## src/rtl/btb_pkg.sv

```systemverilog
// Shared types for the set-associative branch target buffer: entry view, 2-bit
// direction counter encodings and their saturating update helpers.
package btb_pkg;

  typedef enum logic [1:0] {
    CtrStrongNt = 2'b00,
    CtrWeakNt   = 2'b01,
    CtrWeakT    = 2'b10,
    CtrStrongT  = 2'b11
  } ctr_e;

  // Widest partial tag any configuration can store (pc[31:2]).
  localparam int unsigned TagMaxW = 30;
  typedef logic [TagMaxW-1:0] tag_t;

  typedef struct packed {
    tag_t        tag;
    logic [31:0] target;
    ctr_e        ctr;
  } btb_entry_t;

  function automatic ctr_e ctr_inc(ctr_e c);
    case (c)
      CtrStrongNt: return CtrWeakNt;
      CtrWeakNt:   return CtrWeakT;
      CtrWeakT:    return CtrStrongT;
      default:     return CtrStrongT;
    endcase
  endfunction

  function automatic ctr_e ctr_dec(ctr_e c);
    case (c)
      CtrStrongT: return CtrWeakT;
      CtrWeakT:   return CtrWeakNt;
      CtrWeakNt:  return CtrStrongNt;
      default:    return CtrStrongNt;
    endcase
  endfunction

endpackage

```

## src/rtl/btb_victim_sel.sv

```systemverilog
// Picks the way to allocate in one set: lowest-numbered invalid way, otherwise
// the way named by the set's round-robin pointer.
module btb_victim_sel #(
  parameter int unsigned WAYS  = 2,
  parameter int unsigned PTR_W = 1
) (
  input  logic [WAYS-1:0]  valid_i,
  input  logic [PTR_W-1:0] ptr_i,
  output logic [PTR_W-1:0] victim_o,
  output logic             full_o
);

  always_comb begin
    victim_o = ptr_i;
    full_o   = &valid_i;
    // Scan downward so the lowest invalid way wins.
    for (int w = int'(WAYS) - 1; w >= 0; w--) begin
      if (!valid_i[w]) begin
        victim_o = PTR_W'(w);
      end
    end
  end

endmodule

```

## src/rtl/btb_assoc.sv

```systemverilog
// Set-associative BTB with 2-bit direction counters: combinational fetch lookup,
// EX-stage update/allocate with round-robin replacement, and a global flush.
module btb_assoc
  import btb_pkg::*;
#(
  parameter int unsigned ENTRIES = 16,
  parameter int unsigned WAYS    = 2,
  parameter int unsigned TAG_W   = 12
) (
  input  logic        clk,
  input  logic        rst_n,
  input  logic [31:0] pc_if,
  output logic        hit_if,
  output logic        taken_if,
  output logic [31:0] target_if,
  input  logic        update_en,
  input  logic [31:0] pc_ex,
  input  logic [31:0] target_ex,
  input  logic        taken_ex,
  input  logic        flush
);

  localparam int unsigned SETS  = ENTRIES / WAYS;
  localparam int unsigned SET_W = (SETS > 1) ? $clog2(SETS) : 1;
  localparam int unsigned PTR_W = (WAYS > 1) ? $clog2(WAYS) : 1;
  localparam int unsigned TAG_LO = SET_W + 2;
  localparam int unsigned TAG_HI = SET_W + TAG_W + 1;

  // Storage. Only valid bits, counters and pointers are reset.
  logic [WAYS-1:0]  valid_q  [SETS];
  ctr_e             ctr_q    [SETS][WAYS];
  logic [TAG_W-1:0] tag_q    [SETS][WAYS];
  logic [31:0]      target_q [SETS][WAYS];
  logic [PTR_W-1:0] ptr_q    [SETS];

  logic [SET_W-1:0] lk_set, up_set;
  logic [TAG_W-1:0] lk_tag, up_tag;

  assign lk_set = pc_if[SET_W+1:2];
  assign lk_tag = pc_if[TAG_HI:TAG_LO];
  assign up_set = pc_ex[SET_W+1:2];
  assign up_tag = pc_ex[TAG_HI:TAG_LO];

  logic unused_pc;
  assign unused_pc = ^{pc_if[1:0], pc_if[31:TAG_HI+1], pc_ex[1:0], pc_ex[31:TAG_HI+1]};

  // Fetch-side lookup
  btb_entry_t      lk_ent [WAYS];
  logic [WAYS-1:0] lk_match;
  logic [31:0]     lk_target;
  logic [1:0]      lk_ctr;

  always_comb begin
    lk_match  = '0;
    lk_target = '0;
    lk_ctr    = '0;
    for (int w = 0; w < int'(WAYS); w++) begin
      lk_ent[w] = '{tag:    tag_t'(tag_q[lk_set][w]),
                    target: target_q[lk_set][w],
                    ctr:    ctr_q[lk_set][w]};
      lk_match[w] = valid_q[lk_set][w] && (lk_ent[w].tag == tag_t'(lk_tag));
      // At most one way can match, so a plain priority pick is exact.
      if (lk_match[w]) begin
        lk_target = lk_ent[w].target;
        lk_ctr    = lk_ent[w].ctr;
      end
    end
  end

  assign hit_if    = |lk_match;
  assign taken_if  = hit_if & lk_ctr[1];
  assign target_if = lk_target;

  // EX-side update
  logic [WAYS-1:0]  up_match;
  logic             up_hit;
  logic [PTR_W-1:0] hit_way, victim_way, wr_way;
  logic             set_full;
  logic             upd_live, alloc, ctr_we, ptr_adv, ent_we;
  ctr_e             wr_ctr;

  always_comb begin
    up_match = '0;
    hit_way  = '0;
    for (int w = 0; w < int'(WAYS); w++) begin
      up_match[w] = valid_q[up_set][w] && (tag_q[up_set][w] == up_tag);
      if (up_match[w]) begin
        hit_way = PTR_W'(w);
      end
    end
  end

  assign up_hit = |up_match;

  btb_victim_sel #(
    .WAYS  (WAYS),
    .PTR_W (PTR_W)
  ) u_victim_sel (
    .valid_i  (valid_q[up_set]),
    .ptr_i    (ptr_q[up_set]),
    .victim_o (victim_way),
    .full_o   (set_full)
  );

  assign upd_live = update_en & ~flush;
  assign alloc    = upd_live & ~up_hit & taken_ex;
  assign ctr_we   = upd_live & (up_hit | taken_ex);
  assign wr_way   = up_hit ? hit_way : victim_way;
  assign ptr_adv  = alloc & set_full & (WAYS > 1);
  // Tag/target have no reset, so gate their write on rst_n to drop updates under reset.
  assign ent_we   = rst_n & upd_live & taken_ex;

  always_comb begin
    wr_ctr = CtrWeakT;
    if (up_hit) begin
      wr_ctr = taken_ex ? ctr_inc(ctr_q[up_set][hit_way]) : ctr_dec(ctr_q[up_set][hit_way]);
    end
  end

  always_ff @(posedge clk or negedge rst_n) begin
    if (!rst_n) begin
      for (int s = 0; s < int'(SETS); s++) begin
        valid_q[s] <= '0;
        ptr_q[s]   <= '0;
        for (int w = 0; w < int'(WAYS); w++) begin
          ctr_q[s][w] <= CtrStrongNt;
        end
      end
    end else if (flush) begin
      for (int s = 0; s < int'(SETS); s++) begin
        valid_q[s] <= '0;
      end
    end else begin
      if (alloc) begin
        valid_q[up_set][wr_way] <= 1'b1;
      end
      if (ctr_we) begin
        ctr_q[up_set][wr_way] <= wr_ctr;
      end
      if (ptr_adv) begin
        ptr_q[up_set] <= ptr_q[up_set] + PTR_W'(1);
      end
    end
  end

  always_ff @(posedge clk) begin
    if (ent_we) begin
      tag_q[up_set][wr_way]    <= up_tag;
      target_q[up_set][wr_way] <= target_ex;
    end
  end

endmodule
```

## config.mk

```make
export PLATFORM = sky130hd
export DESIGN_NAME = btb_assoc
export DESIGN_NICKNAME = d
export VERILOG_FILES = /design/src/rtl/btb_pkg.sv /design/src/rtl/btb_victim_sel.sv /design/src/rtl/btb_assoc.sv
export SDC_FILE = /design/constraint.sdc
export NUM_CORES = 1
export LEC_CHECK = 0
export CORE_MARGIN = 2
export CORE_UTILIZATION = 50
export CTS_CLUSTER_DIAMETER = 50
export DETAILED_ROUTE_END_ITERATION = 7
export PLACE_DENSITY = 0.7
export REMOVE_ABC_BUFFERS = 1
export SLEW_MARGIN = 40
export SYNTH_ARGS = -nofsm -noshare
export SYNTH_HDL_FRONTEND = slang
export SYNTH_HIERARCHICAL = 1
export SYNTH_SLANG_ARGS = --single-unit
```

## constraint.sdc

```tcl
create_clock -name clk -period 6.45 [get_ports clk]
set_clock_uncertainty 0.1 [all_clocks]
set_input_delay 0.9675 -clock clk [delete_from_list [all_inputs] [get_ports clk]]
set_output_delay 0.9675 -clock clk [all_outputs]
set_load 0.02 [all_outputs]
```

==> metrics.md <==
| Metric | Value |
|---|---|
| CTS tree | built |
| First-pass GRT wire length | roughly 110000 um |
| Cell Area, Synth | ~32000 um^2 |
| CTS root buf | clkbuf_16 |
| Hold_ws | around 0.39 ns |
| Setup bufs post-CTS | 0 |
| Synth cell types | 59 |
| Final non-filler cell total | ~2700 |
| Fin nets | 1892 |
| Seq/Total Area, Yosys | roughly 70% |
| Syn. warnings | 6 |
| Detailed Place HPWL | 40600 um |
| Via count | between 15000 and 20000 |
| Pre-CTS WS | ~0.82 ns |
| Layout Utilization | between 50% and 60% |
| Slew Viols, Final | 0 |
| Resized cells post-CTS | 0 |
| Final count of hold timing violations | 0 |
| Worst setup margin | roughly 0.83 ns |
| Clk sinks | 760 |
| Core area | about 63000 um^2 |
| Buffers on Ports | 100 |
| FMAX | 178 MHz |
| Design Power | 11.0 mW |
| Gpl congestion | 0.810 |
| Clk buf depth | 3 |
| Slowest library cell on the worst path | clkdlybuf4s50_1 |
| Number of synthesized flops with an enable pin | about 700 |
| H-tree Lvls | 3 |
| Hold Crit Start | ctr_q[0]$_DFFE_PN0P_ |
| Leakage | 12.6 nW |
| CP required | between 5 and 6 ns |
| Final instance area | 37500 um^2 |
| Relative max-transition margin | between 40% and 50% |
| Number of global-route vias before repair | ~17000 |
| Residual DRC | 0 |
| Fin Setup TNS | 0 ns |
| Final setup vio count | 0 |
| Total GRT Usage | a little under a quarter |
| Worst R2R Path Depth | 10 |
| Seq cells post-synth | 760 |
| Crit path cell chain | buf_8 -> buf_12 -> mux4_2 -> mux2i_1 -> xnor2_1 -> nor4_1 -> nand4_1 -> buf_4 -> nor2_1 -> a21o_1 -> clkdlybuf4s50_1 |
| Worst EP arrival | 4.55 ns |
| CTS Buf Count | 87 |
| Worst Tran Pin Value | ~0.86 ns |
| Prevailing post-synth register cell | edfxtp_1 |
| I/O pin cnt | approximately 140 |
| Area growth syn-to-layout | 16.7% |
| Largest stage delay on the critical path | 0.63 ns |
| WHS Path Cells | 1 |
| Worst skew pair latency | around 0.63 ns |
| Post-synthesis adder-cell area fraction | less than 1% |
| Starting Density | between 50% and 60% |
| Chip Height | 257 um |
| DP Cell Count | 2548 |
| Die W | 257 um |
| Status | complete, no violations |
| WL/cell | approximately 28 um |
| Most frequent cells in the layout | edfxtp_1 (704), mux4_2 (208), mux2i_1 (123) |
| Critical R2R Capture | target_q[5][55]$_DFFE_PP_ |
| DRT antenna net count | 0 |
| Congestion Overflow GR | 0 |
| Simple-gate share of the synthesized area | 3.04% |
| Iter 0 DRT Violations | about 1800 |
| Largest family of logic cells by synthesized area | multiplexers |
| Post-route clock period utilization | between 80% and 90% |
| Synth Area per Inst | about 20 um^2 |
| Total wire length | roughly 75000 um |
| Hold Path Class | flop to flop |
| Post-layout min period | approximately 5.6 ns |
| Synth Area in Compound Gates | approximately 3.3% |
| Crit path from | pc_if[2] |
| VDD IR max | approximately 0.00021 V |
| Hold endpoint | ctr_q[0]$_DFFE_PN0P_ |
| CP Launch Type | primary input |
| Layout cell share with drive strength beyond 1 | about 27% |
| Largest net degree at the start of global routing | just under 60 |
| Multiplexer share of the synthesized area | 20.7% |
| Most common cell after layout, fill and taps aside | edfxtp_1 |
| Rows | 92 |
| Hold Buf Count CTS | 0 |
| R2r setup slk | about 2.7 ns |
| Async set-reset flop share out of synthesis | under 10% |
| Initial antenna violation count | 2 |
| Area after DPL | 34500 um^2 |
| Reg-to-Reg Start | tag_q[3][15]$_DFFE_PP_ |
| Synth Instances | 1634 |
| Xor-xnor portion of the synthesized cell area | ~1.2% |
| First-pass detailed-route iteration total | 7 |
| Max-cap viol count | 0 |
| Clock slew at reported path FFs | around 0.050 ns |
| Crit Path Max Fanout | 34 |
| Die ar. | approximately 66000 um^2 |
| CP endpoint kind | output port |
| Power per Cell Area | between 200 and 300 nW/um^2 |
| WS Path Type | primary input to output port |
| Via density | 6.19 |
| RSZ-0062 raised after global routing | false |
power by group:
part	total [mW]	internal [mW]	switching, mW
Sequential	5.42	5.41	0.0146
Clock	4.96	2.94	2.01
Combinational	0.585	0.261	0.324
Total	11.0	8.61	2.35
metal layers:
| metal | vias up | share of wire, % | global-route usage, % |
|---|---|---|---|
| met5 | - | 0.032 | 0 |
| met2 | 702 | 48 | 36.3 |
| met4 | 4 | 2.2 | 6.39 |
| li1 | 7117 | - | - |
| met1 | 8823 | 42 | 32.2 |
| met3 | 106 | 7.1 | 4.29 |
worst max path at each step:
stage / slack (ns) / to / cells after the start
floorplan: 1.06 / tag_q[0][12]$_DFFE_PP_ / 8
global route: 0.66 / target_if[25] / 11
finish: 0.83 / target_if[25] / 11
global placement: 0.85 / target_if[25] / 11
detailed placement: 0.82 / target_if[5] / 11
CTS: 0.81 / target_if[25] / 11
state kept, by name (all words and copies together), names as in the netlist:
name / count
tag_q: 192
target_q: 512
valid_q: 16
ctr_q: 32
ptr_q: 8
critical path: cells and delay by family:
family                    cells  cell delay [ns]
muxes                         2             0.76
and+or+nand+nor               3             0.87
buffers and inverters         4             1.53
xor gates and xnor gates      1             0.10
AOI/OAI and AO/OA             1             0.22
Yosys cell counts (6+ instances only):
cell type | instances | area (um^2)
xor2_1 | 7 | 61.3
xnor2_1 | 37 | 324
buf_1 | 15 | 56.3
o22ai_1 | 19 | 119
mux2i_1 | 123 | 1230
nand3_1 | 7 | 35.0
o2111ai_1 | 9 | 78.8
nor2_1 | 88 | 330
nor4_1 | 7 | 43.8
a221oi_1 | 7 | 61.3
a21oi_1 | 11 | 55.1
dfrtp_1 | 56 | 1400
mux4_2 | 208 | 4680
buf_2 | 26 | 130
a32o_1 | 16 | 160
clkbuf_1 | 43 | 161
a22oi_1 | 13 | 97.6
a22o_1 | 6 | 52.6
edfxtp_1 | 704 | 21100
nand2_1 | 29 | 109
and2_1 | 11 | 68.8
o21ai_0 | 6 | 30.0
nor3_1 | 6 | 30.0
a21o_1 | 33 | 248
mux2_2 | 59 | 664
nor2b_1 | 8 | 50.1
nand4_1 | 15 | 93.8
cells by family after synthesis:
group                      count (synthesis)
AOI/OAI and AO/OA                        138
xor gates and xnor gates                  44
adders and majority gates                  2
buffers and inverters                    100
DFF                                      760
muxes                                    395
and+or+nand+nor                          195
layout make-up:
type / count / area (um^2)
well taps: 846 / 1060
flip-flops and latches: 760 / 22500
clock inverters: 58 / 662
inverters: 6 / 22.5
clock buffers: 101 / 2280
diodes: 1 / 2.50
fillers: 4573 / 25900
repair buffers: 162 / 1730
multi-input cells: 774 / 9150
No activity file was read; power rests on OpenSTA's default activity.
